===== src/rtl/jtkunio_pkg.sv =====
// Shared jtkunio constants: ROM region map, SDRAM bank offsets and download types.
package jtkunio_pkg;

  localparam logic [24:0] JTK_SND_START  = 25'h10000;
  localparam logic [24:0] JTK_PCM_START  = 25'h18000;
  localparam logic [24:0] JTK_CHAR_START = 25'h38000;
  localparam logic [24:0] JTK_SCR_START  = 25'h40000;
  localparam logic [24:0] JTK_OBJ_START  = 25'h60000;
  localparam logic [24:0] JTK_PROM_START = 25'hA0000;
  localparam logic [24:0] JTK_PROM_LEN   = 25'd512;

  localparam logic [21:0] JTK_MAIN_OFFSET = 22'h00000;
  localparam logic [21:0] JTK_SND_OFFSET  = 22'h08000;
  localparam logic [21:0] JTK_PCM_OFFSET  = 22'h0C000;

  typedef enum logic [1:0] {
    ST_IDLE,
    ST_WRITE,
    ST_PROM
  } dwnld_state_t;

  typedef struct packed {
    logic [24:0] addr;
    logic [7:0]  data;
  } dwnld_entry_t;

endpackage


===== src/rtl/jtkunio_dwnld_dec.sv =====
// Combinational ROM region decoder: byte address to SDRAM bank/word offset or PROM offset.
module jtkunio_dwnld_dec
  import jtkunio_pkg::*;
#(
  parameter logic [24:0] SND_START  = JTK_SND_START,
  parameter logic [24:0] PCM_START  = JTK_PCM_START,
  parameter logic [24:0] CHAR_START = JTK_CHAR_START,
  parameter logic [24:0] SCR_START  = JTK_SCR_START,
  parameter logic [24:0] OBJ_START  = JTK_OBJ_START,
  parameter logic [24:0] PROM_START = JTK_PROM_START
) (
  input  logic [24:0] addr,
  output logic [1:0]  ba,
  output logic [21:0] offset,
  output logic        is_prom,
  output logic        ignore
);

  localparam logic [24:0] PROM_END = PROM_START + JTK_PROM_LEN;

  logic [24:0] start;
  logic [21:0] base;
  logic [24:0] rel;

  always_comb begin
    start   = '0;
    base    = JTK_MAIN_OFFSET;
    ba      = 2'd0;
    is_prom = 1'b0;
    ignore  = 1'b0;
    if (addr < SND_START) begin
      start = '0;
    end else if (addr < PCM_START) begin
      start = SND_START;
      base  = JTK_SND_OFFSET;
    end else if (addr < CHAR_START) begin
      start = PCM_START;
      base  = JTK_PCM_OFFSET;
    end else if (addr < SCR_START) begin
      start = CHAR_START;
      ba    = 2'd1;
    end else if (addr < OBJ_START) begin
      start = SCR_START;
      ba    = 2'd2;
    end else if (addr < PROM_START) begin
      start = OBJ_START;
      ba    = 2'd3;
    end else if (addr < PROM_END) begin
      start   = PROM_START;
      is_prom = 1'b1;
    end else begin
      start  = PROM_START;
      ignore = 1'b1;
    end
    rel    = addr - start;
    // SDRAM word index is 25-bit arithmetic truncated to the 22-bit bank space
    offset = is_prom ? 22'(rel) : base + 22'(rel >> 1);
  end

endmodule


===== src/rtl/jtkunio_dwnld.sv =====
// ROM download router: steers ioctl bytes to SDRAM banks or the MCU PROM,
// with a one-entry buffer to absorb strobes arriving during a write.
module jtkunio_dwnld
  import jtkunio_pkg::*;
#(
  parameter logic [24:0] SND_START  = JTK_SND_START,
  parameter logic [24:0] PCM_START  = JTK_PCM_START,
  parameter logic [24:0] CHAR_START = JTK_CHAR_START,
  parameter logic [24:0] SCR_START  = JTK_SCR_START,
  parameter logic [24:0] OBJ_START  = JTK_OBJ_START,
  parameter logic [24:0] PROM_START = JTK_PROM_START
) (
  input  logic        clk,
  input  logic        rst,
  input  logic        downloading,
  input  logic [24:0] ioctl_addr,
  input  logic [7:0]  ioctl_dout,
  input  logic        ioctl_wr,
  input  logic        prog_ack,
  output logic [21:0] prog_addr,
  output logic [15:0] prog_data,
  output logic [1:0]  prog_mask,
  output logic [1:0]  prog_ba,
  output logic        prog_we,
  output logic        prom_we,
  output logic        dwnld_busy,
  output logic        dwnld_err
);

  dwnld_state_t state_q, state_d;
  dwnld_entry_t buf_q, buf_d;
  logic         buf_full_q, buf_full_d;
  logic         dl_prev_q;
  logic         err_q, err_d;
  logic [21:0]  prog_addr_q, prog_addr_d;
  logic [15:0]  prog_data_q, prog_data_d;
  logic [1:0]   prog_mask_q, prog_mask_d;
  logic [1:0]   prog_ba_q, prog_ba_d;
  logic         prog_we_q, prog_we_d;
  logic         prom_we_q, prom_we_d;

  logic        live, take_live, issue_buf, drop;
  logic [1:0]  l_ba, b_ba;
  logic [21:0] l_off, b_off;
  logic        l_prom, b_prom, l_ign, b_ign;

  jtkunio_dwnld_dec #(
    .SND_START (SND_START),
    .PCM_START (PCM_START),
    .CHAR_START(CHAR_START),
    .SCR_START (SCR_START),
    .OBJ_START (OBJ_START),
    .PROM_START(PROM_START)
  ) u_dec_live (
    .addr   (ioctl_addr),
    .ba     (l_ba),
    .offset (l_off),
    .is_prom(l_prom),
    .ignore (l_ign)
  );

  jtkunio_dwnld_dec #(
    .SND_START (SND_START),
    .PCM_START (PCM_START),
    .CHAR_START(CHAR_START),
    .SCR_START (SCR_START),
    .OBJ_START (OBJ_START),
    .PROM_START(PROM_START)
  ) u_dec_buf (
    .addr   (buf_q.addr),
    .ba     (b_ba),
    .offset (b_off),
    .is_prom(b_prom),
    .ignore (b_ign)
  );

  assign live = ioctl_wr & downloading;

  always_ff @(posedge clk or posedge rst) begin
    if (rst) begin
      state_q     <= ST_IDLE;
      buf_q       <= '0;
      buf_full_q  <= 1'b0;
      dl_prev_q   <= 1'b0;
      err_q       <= 1'b0;
      prog_addr_q <= '0;
      prog_data_q <= '0;
      prog_mask_q <= '1;
      prog_ba_q   <= '0;
      prog_we_q   <= 1'b0;
      prom_we_q   <= 1'b0;
    end else begin
      state_q     <= state_d;
      buf_q       <= buf_d;
      buf_full_q  <= buf_full_d;
      dl_prev_q   <= downloading;
      err_q       <= err_d;
      prog_addr_q <= prog_addr_d;
      prog_data_q <= prog_data_d;
      prog_mask_q <= prog_mask_d;
      prog_ba_q   <= prog_ba_d;
      prog_we_q   <= prog_we_d;
      prom_we_q   <= prom_we_d;
    end
  end

  always_comb begin
    state_d    = state_q;
    buf_d      = buf_q;
    buf_full_d = buf_full_q;
    take_live  = 1'b0;
    issue_buf  = 1'b0;
    drop       = 1'b0;
    unique case (state_q)
      ST_IDLE: begin
        // The buffered byte is older, so it goes first; a new strobe refills the slot
        if (buf_full_q) begin
          issue_buf  = 1'b1;
          buf_full_d = 1'b0;
          if (!b_ign) state_d = b_prom ? ST_PROM : ST_WRITE;
        end else if (live) begin
          take_live = 1'b1;
          if (!l_ign) state_d = l_prom ? ST_PROM : ST_WRITE;
        end
      end
      ST_WRITE: if (prog_ack) state_d = ST_IDLE;
      ST_PROM:  state_d = ST_IDLE;
      default:  state_d = ST_IDLE;
    endcase
    if (live && !take_live) begin
      if (buf_full_q && !issue_buf) begin
        drop = 1'b1;
      end else begin
        buf_d      = '{addr: ioctl_addr, data: ioctl_dout};
        buf_full_d = 1'b1;
      end
    end
    err_d = (err_q & ~(downloading & ~dl_prev_q)) | drop;
  end

  logic        sel_a0;
  logic [7:0]  sel_data;
  logic [1:0]  sel_ba;
  logic [21:0] sel_off;

  always_comb begin
    sel_a0      = issue_buf ? buf_q.addr[0] : ioctl_addr[0];
    sel_data    = issue_buf ? buf_q.data : ioctl_dout;
    sel_ba      = issue_buf ? b_ba : l_ba;
    sel_off     = issue_buf ? b_off : l_off;
    prog_addr_d = prog_addr_q;
    prog_data_d = prog_data_q;
    prog_mask_d = prog_mask_q;
    prog_ba_d   = prog_ba_q;
    if (state_q == ST_IDLE && state_d == ST_PROM) begin
      prog_addr_d = sel_off;
      prog_data_d = {sel_data, sel_data};
      prog_mask_d = '1;
      prog_ba_d   = '0;
    end else if (state_q == ST_IDLE && state_d == ST_WRITE) begin
      prog_addr_d = sel_off;
      prog_data_d = {sel_data, sel_data};
      prog_mask_d = sel_a0 ? 2'b01 : 2'b10;
      prog_ba_d   = sel_ba;
    end
    prog_we_d = (state_d == ST_WRITE);
    prom_we_d = (state_d == ST_PROM);
  end

  assign prog_addr  = prog_addr_q;
  assign prog_data  = prog_data_q;
  assign prog_mask  = prog_mask_q;
  assign prog_ba    = prog_ba_q;
  assign prog_we    = prog_we_q;
  assign prom_we    = prom_we_q;
  assign dwnld_err  = err_q;
  assign dwnld_busy = !rst && (downloading || state_q != ST_IDLE || buf_full_q);

endmodule


===== config.mk =====
export PLATFORM = sky130hd
export DESIGN_NAME = jtkunio_dwnld
export DESIGN_NICKNAME = d
export VERILOG_FILES = /design/src/rtl/jtkunio_pkg.sv /design/src/rtl/jtkunio_dwnld_dec.sv /design/src/rtl/jtkunio_dwnld.sv
export SDC_FILE = /design/constraint.sdc
export NUM_CORES = 1
export LEC_CHECK = 0
export BUFFER_PORTS_ARGS = -buffer_cell sky130_fd_sc_hd__buf_4
export CAP_MARGIN = 20
export CORE_MARGIN = 2
export CORE_UTILIZATION = 51
export CTS_CLUSTER_SIZE = 28
export DETAILED_ROUTE_END_ITERATION = 12
export GPL_ROUTABILITY_DRIVEN = 0
export PLACE_DENSITY = 0.78
export SKIP_CTS_REPAIR_TIMING = 1
export SLEW_MARGIN = 20
export SYNTH_ARGS = -nofsm -noshare
export SYNTH_HDL_FRONTEND = slang
export SYNTH_SLANG_ARGS = --single-unit

===== constraint.sdc =====
create_clock -name clk -period 3.9 [get_ports clk]
set_clock_uncertainty 0.1 [all_clocks]
set_input_delay 0.78 -clock clk [delete_from_list [all_inputs] [get_ports clk]]
set_output_delay 0.78 -clock clk [all_outputs]
set_load 0.02 [all_outputs]

* Word-level counts from Yosys, hierarchy flattened
Cells that the tools add are included.
Word-level totals: register bits after elaboration 82, bits of input ports 38
Operators by class: bitwise logic cells 7, eq/ne operators 3, add/sub/neg operators 4, magnitude comparators 14, muxes and demuxes 91, reduce and logical (&&, ||, !) cells 14
Operator list (number):
- $mux W22 | 9
- $mux W23 | 8
- $lt A25 B17 Y1 const B | 4
- $lt A25 B19 Y1 const B | 4
- $lt A25 B20 Y1 const B | 4
- $mux W20 | 4
- $mux W16 | 4
- $lt A25 B18 Y1 const B | 2
- $mux W2 | 25
- $sub A23 B23 Y23 | 2
- $add A22 B22 Y22 | 2
- $mux W1 | 39
- $mux W8 | 1
- $logic_and A1 B1 Y1 | 5
- $eq A2 B1 Y1 const B | 2
- $pmux W2 S2 | 1
- $reduce_bool A2 Y1 | 2
- $and A1 B1 Y1 | 3
- $logic_not A1 Y1 | 3
- $not A1 Y1 | 3
- $eq A2 B2 Y1 const B | 1
- $logic_not A2 Y1 | 1
- $logic_or A1 B1 Y1 | 2
- $reduce_and A2 Y1 | 1
- $or A1 B1 Y1 | 1

* Longest topological paths before layout
Gate-level depths: netlist of run 1.
depth in word-level cells 17, mapped depth 15, depth with buffers taken out 14

* Modules after synthesis
Synthesis of run 1 repeated with hierarchy kept, for this count alone.
Second synthesis, totals: cells, all modules 499, area total of the unflattened synthesis 5016.1 um^2
By module, submodules not included:
- jtkunio_dwnld | instances 1, area each 3320.7 um^2, cells each 222
- jtkunio_dwnld_dec at u_dec_live | instances 1, area each 870.8 um^2, cells each 141
- jtkunio_dwnld_dec at u_dec_buf | instances 1, area each 824.5 um^2, cells each 136

* Worst setup path after synthesis of run 1
OpenSTA, ideal clock, no wires.
path type register to register, from reg buf_q[30] (netlist bit), to reg prog_addr_q[17] (netlist: prog_addr[17]), library setup time 0.128 ns, required time 3.672 ns, data arrival time 3.666 ns, setup slack 0.007 ns, stages on the path, launching flop included 16, buffers on the path 1, path through dfrtp_1 > buf_6 > or4_4 > or2_1 > or3_1 > nor2_1 > ha_1 > inv_1 > fa_1 > ha_1 > a21oi_1 > or2_2 > xnor2_1 > o211ai_1 > o31ai_1 > mux2_1
Between the ends: word-level cells in the longest chain between the ends 15, elaborated cells on any way between the ends 45
RTL lines:
- from (decl) | line jtkunio_dwnld.sv:31 | dwnld_entry_t buf_q, buf_d;
- from (signal assigned) | line jtkunio_dwnld.sv:94 | buf_q <= buf_d;
- branches (longest 15 deep; another with $lt A25 B20 Y1)
- to (signal assigned) | line jtkunio_dwnld.sv:98 | prog_addr_q <= prog_addr_d;
- to (decl) | line jtkunio_dwnld.sv:35 | logic [21:0] prog_addr_q, prog_addr_d;
Parallel ways; which one is timed is not known. The select of a mux whose other input is x is not followed. A chain may end at the register's enable or synchronous reset.

* Final worst setup path of run 1
from reg buf_q[28] (netlist bit), to reg prog_addr_q[17] (netlist: prog_addr[17])
Same word-level chain as after synthesis.

==> impl_results.md, run 1 <==
* VDD IR max at around 0.00029 V
* WP buf/inv at 1
* Depth of the worst register-to-register path at 14
* Antenna cell count at 0
* # IOs at 84
* Most common cell in the netlist: nand2_1
* Post-synth EDFFs at 0
* CP endpoint: prog_addr[17]
* # setup viols final at 0
* ANT nets after route at 0
* Achievable Freq at 262.3 MHz
* CP Class: reg -> reg
* 1st-pass router iterations at 5
* Core Region at 0.009196 mm²
* Post-Syn Area per Cell at 8.958 µm²
* Status: finished, final reports clean
* PortBufs at 83
* CTS max path bufs at 2
* Number of H-tree levels at 3
* Iteration-0 DRC Markers at 229
* FFs w/ async S/R, synth at 100.0%
* Final hold violations at 0
* RSZ-0062 raised after global routing: yes
* Max-slew violations at 0
* Routed WL at around 13000 µm
* Syn Std Cell Area at 0.004828 mm²
* Synth area leaders: dfrtp_1 (37%), mux2_2 (7.2%), nand2_1 (5.8%)
* CP Depth at 14
* Die W at 101.3 µm
* Synth cell count leaders: nand2_1 (74), dfrtp_1 (72), nor2_1 (51)
* Root buf cell: clkbuf_8
* CP Cell Sequence: or4_4, or2_1, or3_4, nor2_4, ha_4, inv_2, fa_1, ha_1, a21oi_2, or2_4, xnor2_1, o211ai_1, o31ai_1, mux2_4
* Seq/Total Area, Yosys at 38.40%
* Via density per instance at 6.032
* Vias in the first global route at around 4300
* Drc violations at 0
* Post-synthesis instance total at 539
* Slowest cell on crit path: or4_4
* Largest net degree at the start of global routing at slightly below 50
* P_leak at 2.798 nW
* Ys flop type: dfrtp_1
* Cell Rows at 35
* Skew-Pair Late Insertion Delay at around 0.35 ns
* Die Y at approximately 100 µm
* Tcrit/Tclk final at a little over nine tenths
* # clock sinks at 74
* Gr ovfl total at 0
* Worst slew pin tran at 0.8363 ns
* Synthesis-to-finish area growth at 20.37%
* Startpoint types: flop
* Worst setup startpoint: buf_q[28]
* Fillers at 756
* Cell variety after synth at 62
* Pre-CTS WS at -0.05058 ns
* Initial antenna violation count at 0
* Slew margin rel. at 44.19%
* Critical path's top delay family: simple AND/OR/NAND/NOR gates
* Nets@finish at between 600 and 700
* Layout cells sized above 1 at 28.34%
* Via count at 4458
* CTS tree: built
* Crit path required time at 4.03 ns
* Hold crit path type: reg -> reg
* Critical Path Max Stage Delay at 0.53 ns
* RR Startpoint: buf_q[28]
* Final Util at 63.20%
* Post-DP HPWL at 9804 µm
* Initial Util at 52.50%
* Critical Path AT at 3.95 ns
* Syn. warnings at 0
* Reg2reg setup slack at 0.09 ns
* Worst-path fanout max at 3
* Total CTS buffers at 9
* Hold slack at 0.3871 ns
* Drt wl/cell at 17.79 µm
* Synth top area share at 37.32%
* P per Cell Area at 433.5 mW/mm²
* Yosys reg bits at 74
* First-pass GRT wire length at 20860 µm
* Post-layout min period at 3.813 ns
* Yosys top cell by area: dfrtp_1
* Die ar. at around 0.01 mm²
* Setup crit end kind: flop
* Register clock-pin slew on the reported worst setup and hold paths at 0.08 ns
* Max Cap Violations at 0
* R2R Path End: prog_addr[17]
* Finished layout cell area at between 0.005 and 0.006 mm²
* Post-Syn Nets at 595
* PnR worst setup slack at 0.08695 ns
* Placed cell area at 0.005567 mm²
* GRT Overall Usage at 25.95%
-- sequential cells by signal (all words and copies together) (netlist names) --
signal	count
prog_ba	2
prog_addr	22
state_q	2
buf_q	33
buf_full_q	1
dwnld_err	1
dl_prev_q	1
prog_we	1
prog_mask	2
prog_data	8
prom_we	1
-- metrics by stage --
step / total power, mW / TNS [ns] / std cells
3_3_place_gp: 1.864 / 0 / 723
5_1_grt: 2.656 / -0.07040 / 739
3_5_place_dp: 1.898 / -0.05807 / 723
4_1_cts: 2.498 / -0.06628 / 739
2_1_floorplan: 1.555 / 0 / 539
6_report: 2.519 / 0 / 739
-- tightest hold or removal path, stage by stage (launching register included) --
cell and delay [ns]:
dfrtp_1 0.35, nand2_1 0.05, o21ai_1 0.06
-- layout make-up --
cell class,count,area (µm²),share of cell area [%]
multi-input cells,417,2765,47.58
flip-flops and latches,74,1854,31.91
repair buffers,107,803.3,13.82
clock buffers,12,145.1,2.497
well taps,111,138.9,2.390
inverters,14,53.80,0.9257
clock inverters,4,51.30,0.8827
-- layer usage --
| metal | vias up | track usage [%] | wire (µm) |
|---|---|---|---|
| met5 | - | 0 | 0 |
| met4 | 0 | 11.54 | 461 |
| met3 | 42 | 5.107 | 1121 |
| met2 | 221 | 41.52 | 6195 |
| met1 | 2108 | 34.27 | 5373 |
| li1 | 2087 | - | - |
-- kinds of logic (layout without fill, tap and decap cells) --
| logic type | Yosys count | after routing | share of synthesized area (%) |
|---|---|---|---|
| xor gates and xnor gates | 13 | 13 | 2.358 |
| DFF | 74 | 74 | 38.40 |
| buffers and inverters | 48 | 137 | 5.364 |
| AOI/OAI and AO/OA | 124 | 124 | 16.38 |
| and+or+nand+nor | 214 | 214 | 21.43 |
| adders and majority gates | 18 | 18 | 5.286 |
| muxes | 48 | 48 | 10.78 |
-- how the worst min path moves through the flow --
stage,depth (start not counted),start,endpoint
detailed placement,1,prog_addr[8],prog_addr[8]
global route,2,prog_addr[3],prog_addr[3]
finish,2,prog_addr[6],prog_addr[6]
global placement,1,prog_addr[8],prog_addr[8]
floorplan,1,state_q[1],prog_we
CTS,2,prog_addr[6],prog_addr[6]
-- layout by cell type (no fill, tap or decap), drive strengths merged, types with 4 or more instances in the layout --
master / Yosys / layout
buf: 26 / 107
nand2: 75 / 75
dfrtp: 72 / 72
nor2: 51 / 51
o21ai: 41 / 41
a21oi: 35 / 35
mux2: 32 / 32
nand3: 18 / 18
mux2i: 16 / 16
ha: 14 / 14
inv: 14 / 13
nor3: 13 / 13
clkbuf: 8 / 12
nand2b: 9 / 9
and3: 9 / 9
a211oi: 8 / 8
nor4: 8 / 8
xnor2: 7 / 7
a31oi: 6 / 6
xor2: 6 / 6
and2: 5 / 5
nor4b: 5 / 5
or4: 5 / 5
a21o: 4 / 4
o211ai: 4 / 4
fa: 4 / 4
a2111oi: 4 / 4
-- power by group --
part | total [mW] | switching (mW) | internal [mW]
logic | 0.918 | 0.515 | 0.403
clock network | 0.606 | 0.292 | 0.314
registers | 0.995 | 0.0997 | 0.895
total | 2.52 | 0.907 | 1.61
Note: power is estimated with default switching activity, not from simulation.
==> inputs of run 2 (changes only) <==
CORE_UTILIZATION = 50   (was 51)
PLACE_DENSITY = 0.76   (was 0.78)
==> run 2 against run 1 <==
Against the previous run: count of clock-buffer cells in the layout shrank 3; critical path depth is the same; register-to-register slack lost 0.02 ns; largest power group unchanged; cell count grew 2.8%; utilization grew 0.27 points; critical path type unchanged; global-route usage shrank 1.4 points; clock power is essentially flat; die area grew 1.9%; setup slack lost 0.022 ns; non-clock buffer count grew 3.
==> impl_results.md, run 2 (same netlist as run 1, synthesis figures left out) <==
* Routed WL at 12630 µm (was 13150 µm)
* Initial Util at 52.01% (was 52.50%)
* Tcrit/Tclk final at 98.33% (was 97.77%)
* First-pass GRT wire length at 20210 µm (was 20860 µm)
* Root buf cell: clkbuf_8 (unchanged)
* CP Cell Sequence: or4_4, or2_1, or3_4, nor2_2, ha_2, inv_1, fa_2, ha_4, a21oi_2, buf_4, nor4b_1, o21a_1, a2111oi_4, nor3_1 (was or4_4, or2_1, or3_4, nor2_4, ha_4, inv_2, fa_1, ha_1, a21oi_2, or2_4, xnor2_1, o211ai_1, o31ai_1, mux2_4)
* GRT Overall Usage at 24.59% (was 25.95%)
* Largest net degree at the start of global routing at 47 (was 49)
* Most flops, register: buf_q (unchanged)
* Crit path required time at 4.04 ns (was 4.03 ns)
* Die W at 102.3 µm (was 101.3 µm)
* Max-slew violations at 0 (unchanged)
* Nets@finish at 682 (was 679)
* Cell Rows at 35 (unchanged)
* Vias in the first global route at 4150 (was 4307)
* P per Cell Area at 426.7 mW/mm² (was 433.5 mW/mm²)
* # clock sinks at 74 (unchanged)
* Layout cells sized above 1 at 29.16% (was 28.34%)
* ANT nets after route at 0 (unchanged)
* Initial antenna violation count at 0 (unchanged)
* Gr ovfl total at 0 (unchanged)
* Post-route insts no fill at 760 (was 739)
* CTS tree: built (unchanged)
* Most frequent cells in the layout: buf_4 (109), nand2_1 (74), dfrtp_1 (72), nor2_1 (49), a21oi_1 (32) (was buf_4 (107), nand2_1 (74), dfrtp_1 (72), nor2_1 (49), a21oi_1 (32))
* PnR worst setup slack at 0.06512 ns (was 0.08695 ns)
* # IOs at 84 (unchanged)
* Drc violations at 0 (unchanged)
* Die Y at 102.3 µm (was 101.3 µm)
* Via density per instance at 5.787 (was 6.032)
* Iteration-0 DRC Markers at 329 (was 229)
* Critical Path Max Stage Delay at 0.61 ns (was 0.53 ns)
* Status: finished, final reports clean (unchanged)
* Fillers at 795 (was 756)
* PortBufs at 83 (unchanged)
* Sequential Power Share at 39.7% (was 39.5%)
* Max Cap Violations at 0 (unchanged)
* Net Sw Frac at 36.08% (was 36.01%)
* Max reg flops at 33 (unchanged)
* CTS max path bufs at 2 (unchanged)
* P_leak at 2.816 nW (was 2.798 nW)
* Most common cell after layout, fill and taps aside: buf_4 (unchanged)
* Clk pwr share at 24.1% (about the same)
* Startpoint types: flop (unchanged)
* Worst-path fanout max at 3 (unchanged)
* Die ar. at 0.01046 mm² (was 0.01026 mm²)
* Comb power frac at 36.2% (was 36.4%)
* Slew margin rel. at 42.43% (was 44.19%)
* Pre-CTS WS at -0.04270 ns (was -0.05058 ns)
* Synthesis-to-finish area growth at 22.03% (was 20.37%)
* Critical Path AT at 3.97 ns (was 3.95 ns)
* Switching power at 907.3 µW (was 907.2 µW)
* Antenna cell count at 0 (unchanged)
* Core Region at 0.009284 mm² (was 0.009196 mm²)
* Achievable Freq at 260.8 MHz (was 262.3 MHz)
* DP Cell Count at 743 (was 723)
* # setup viols final at 0 (unchanged)
* Critical path's top delay family: simple AND/OR/NAND/NOR gates (unchanged)
* Number of H-tree levels at 3 (unchanged)
* Skew-Pair Late Insertion Delay at 0.35 ns (about the same)
* Post-layout min period at 3.835 ns (was 3.813 ns)
* Hold slack at 0.3786 ns (was 0.3871 ns)
* Total power at 2.514 mW (was 2.519 mW)
* VDD IR max at 0.0002009 V (was 0.0002902 V)
* Worst slew pin tran at 0.8557 ns (was 0.8363 ns)
* Slowest cell on crit path: fa_2 (was or4_4)
* Final Util at 63.46% (was 63.20%)
* Register clock-pin slew on the reported worst setup and hold paths at 0.09 ns (was 0.08 ns)
* Total CTS buffers at 9 (unchanged)
* Post-DP HPWL at 9506 µm (was 9804 µm)
* WP buf/inv at 2 (was 1)
* Via count at 4398 (was 4458)
* Setup crit end kind: flop (unchanged)
* CP Class: reg -> reg (unchanged)
* Drt wl/cell at 16.61 µm (was 17.79 µm)
* Hold crit path type: reg -> reg (unchanged)
* Int Pwr at 1.607 mW (was 1.612 mW)
* 1st-pass router iterations at 5 (unchanged)
* Final hold violations at 0 (unchanged)
[run 2: metrics by stage]
| stage | TNS (ns) | area (µm²) |
|---|---|---|
| floorplan | 0 | 4828 |
| global route | -0.08593 | 5892 |
| CTS | -0.05047 | 5817 |
| detailed placement | -0.04270 | 5617 |
| global placement | 0 | 5617 |
| finish | 0 | 5892 |
[run 2: final cells by class]
type	count	area, µm²	area share (%)
multi-input combinational	417	2784	47.25
sequential	74	1854	31.47
timing repair buffer	110	838.3	14.23
tap	129	161.4	2.739
clock buffer	9	123.9	2.102
clock inverter	7	76.32	1.295
inverter	14	53.80	0.9131
[run 2: power by group through the flow]
stage                     Sequential (mW)  Clock, mW  Combinational (mW)
final                               0.997      0.607               0.910
after detailed placement             1.01          0               0.876
after global routing                 1.01      0.643               0.986
after global placement               1.00          0               0.849
after floorplan                      1.08          0               0.476
after CTS                           0.996      0.617               0.879
[run 2: layer usage]
metal  routed length, µm  GRT usage [%]
met3                 954          4.993
met1                5522          34.09
met2                5999          40.03
met5                   0              0
met4                 150          5.641
[run 2: path summary, 6_finish.rpt]
check	start	slack [ns]	to	cells after the start
max	buf_q[28]	0.07	prog_addr[19]	14
min	prog_addr[8]	0.38	prog_addr[8]	1
max reg2reg	buf_q[28]	0.07	prog_addr[19]	14
min reg2reg	prog_addr[8]	0.38	prog_addr[8]	1
max in group asynchronous	rst	2.51	prog_data[8]	3
min in group asynchronous	rst	0.46	buf_full_q	2
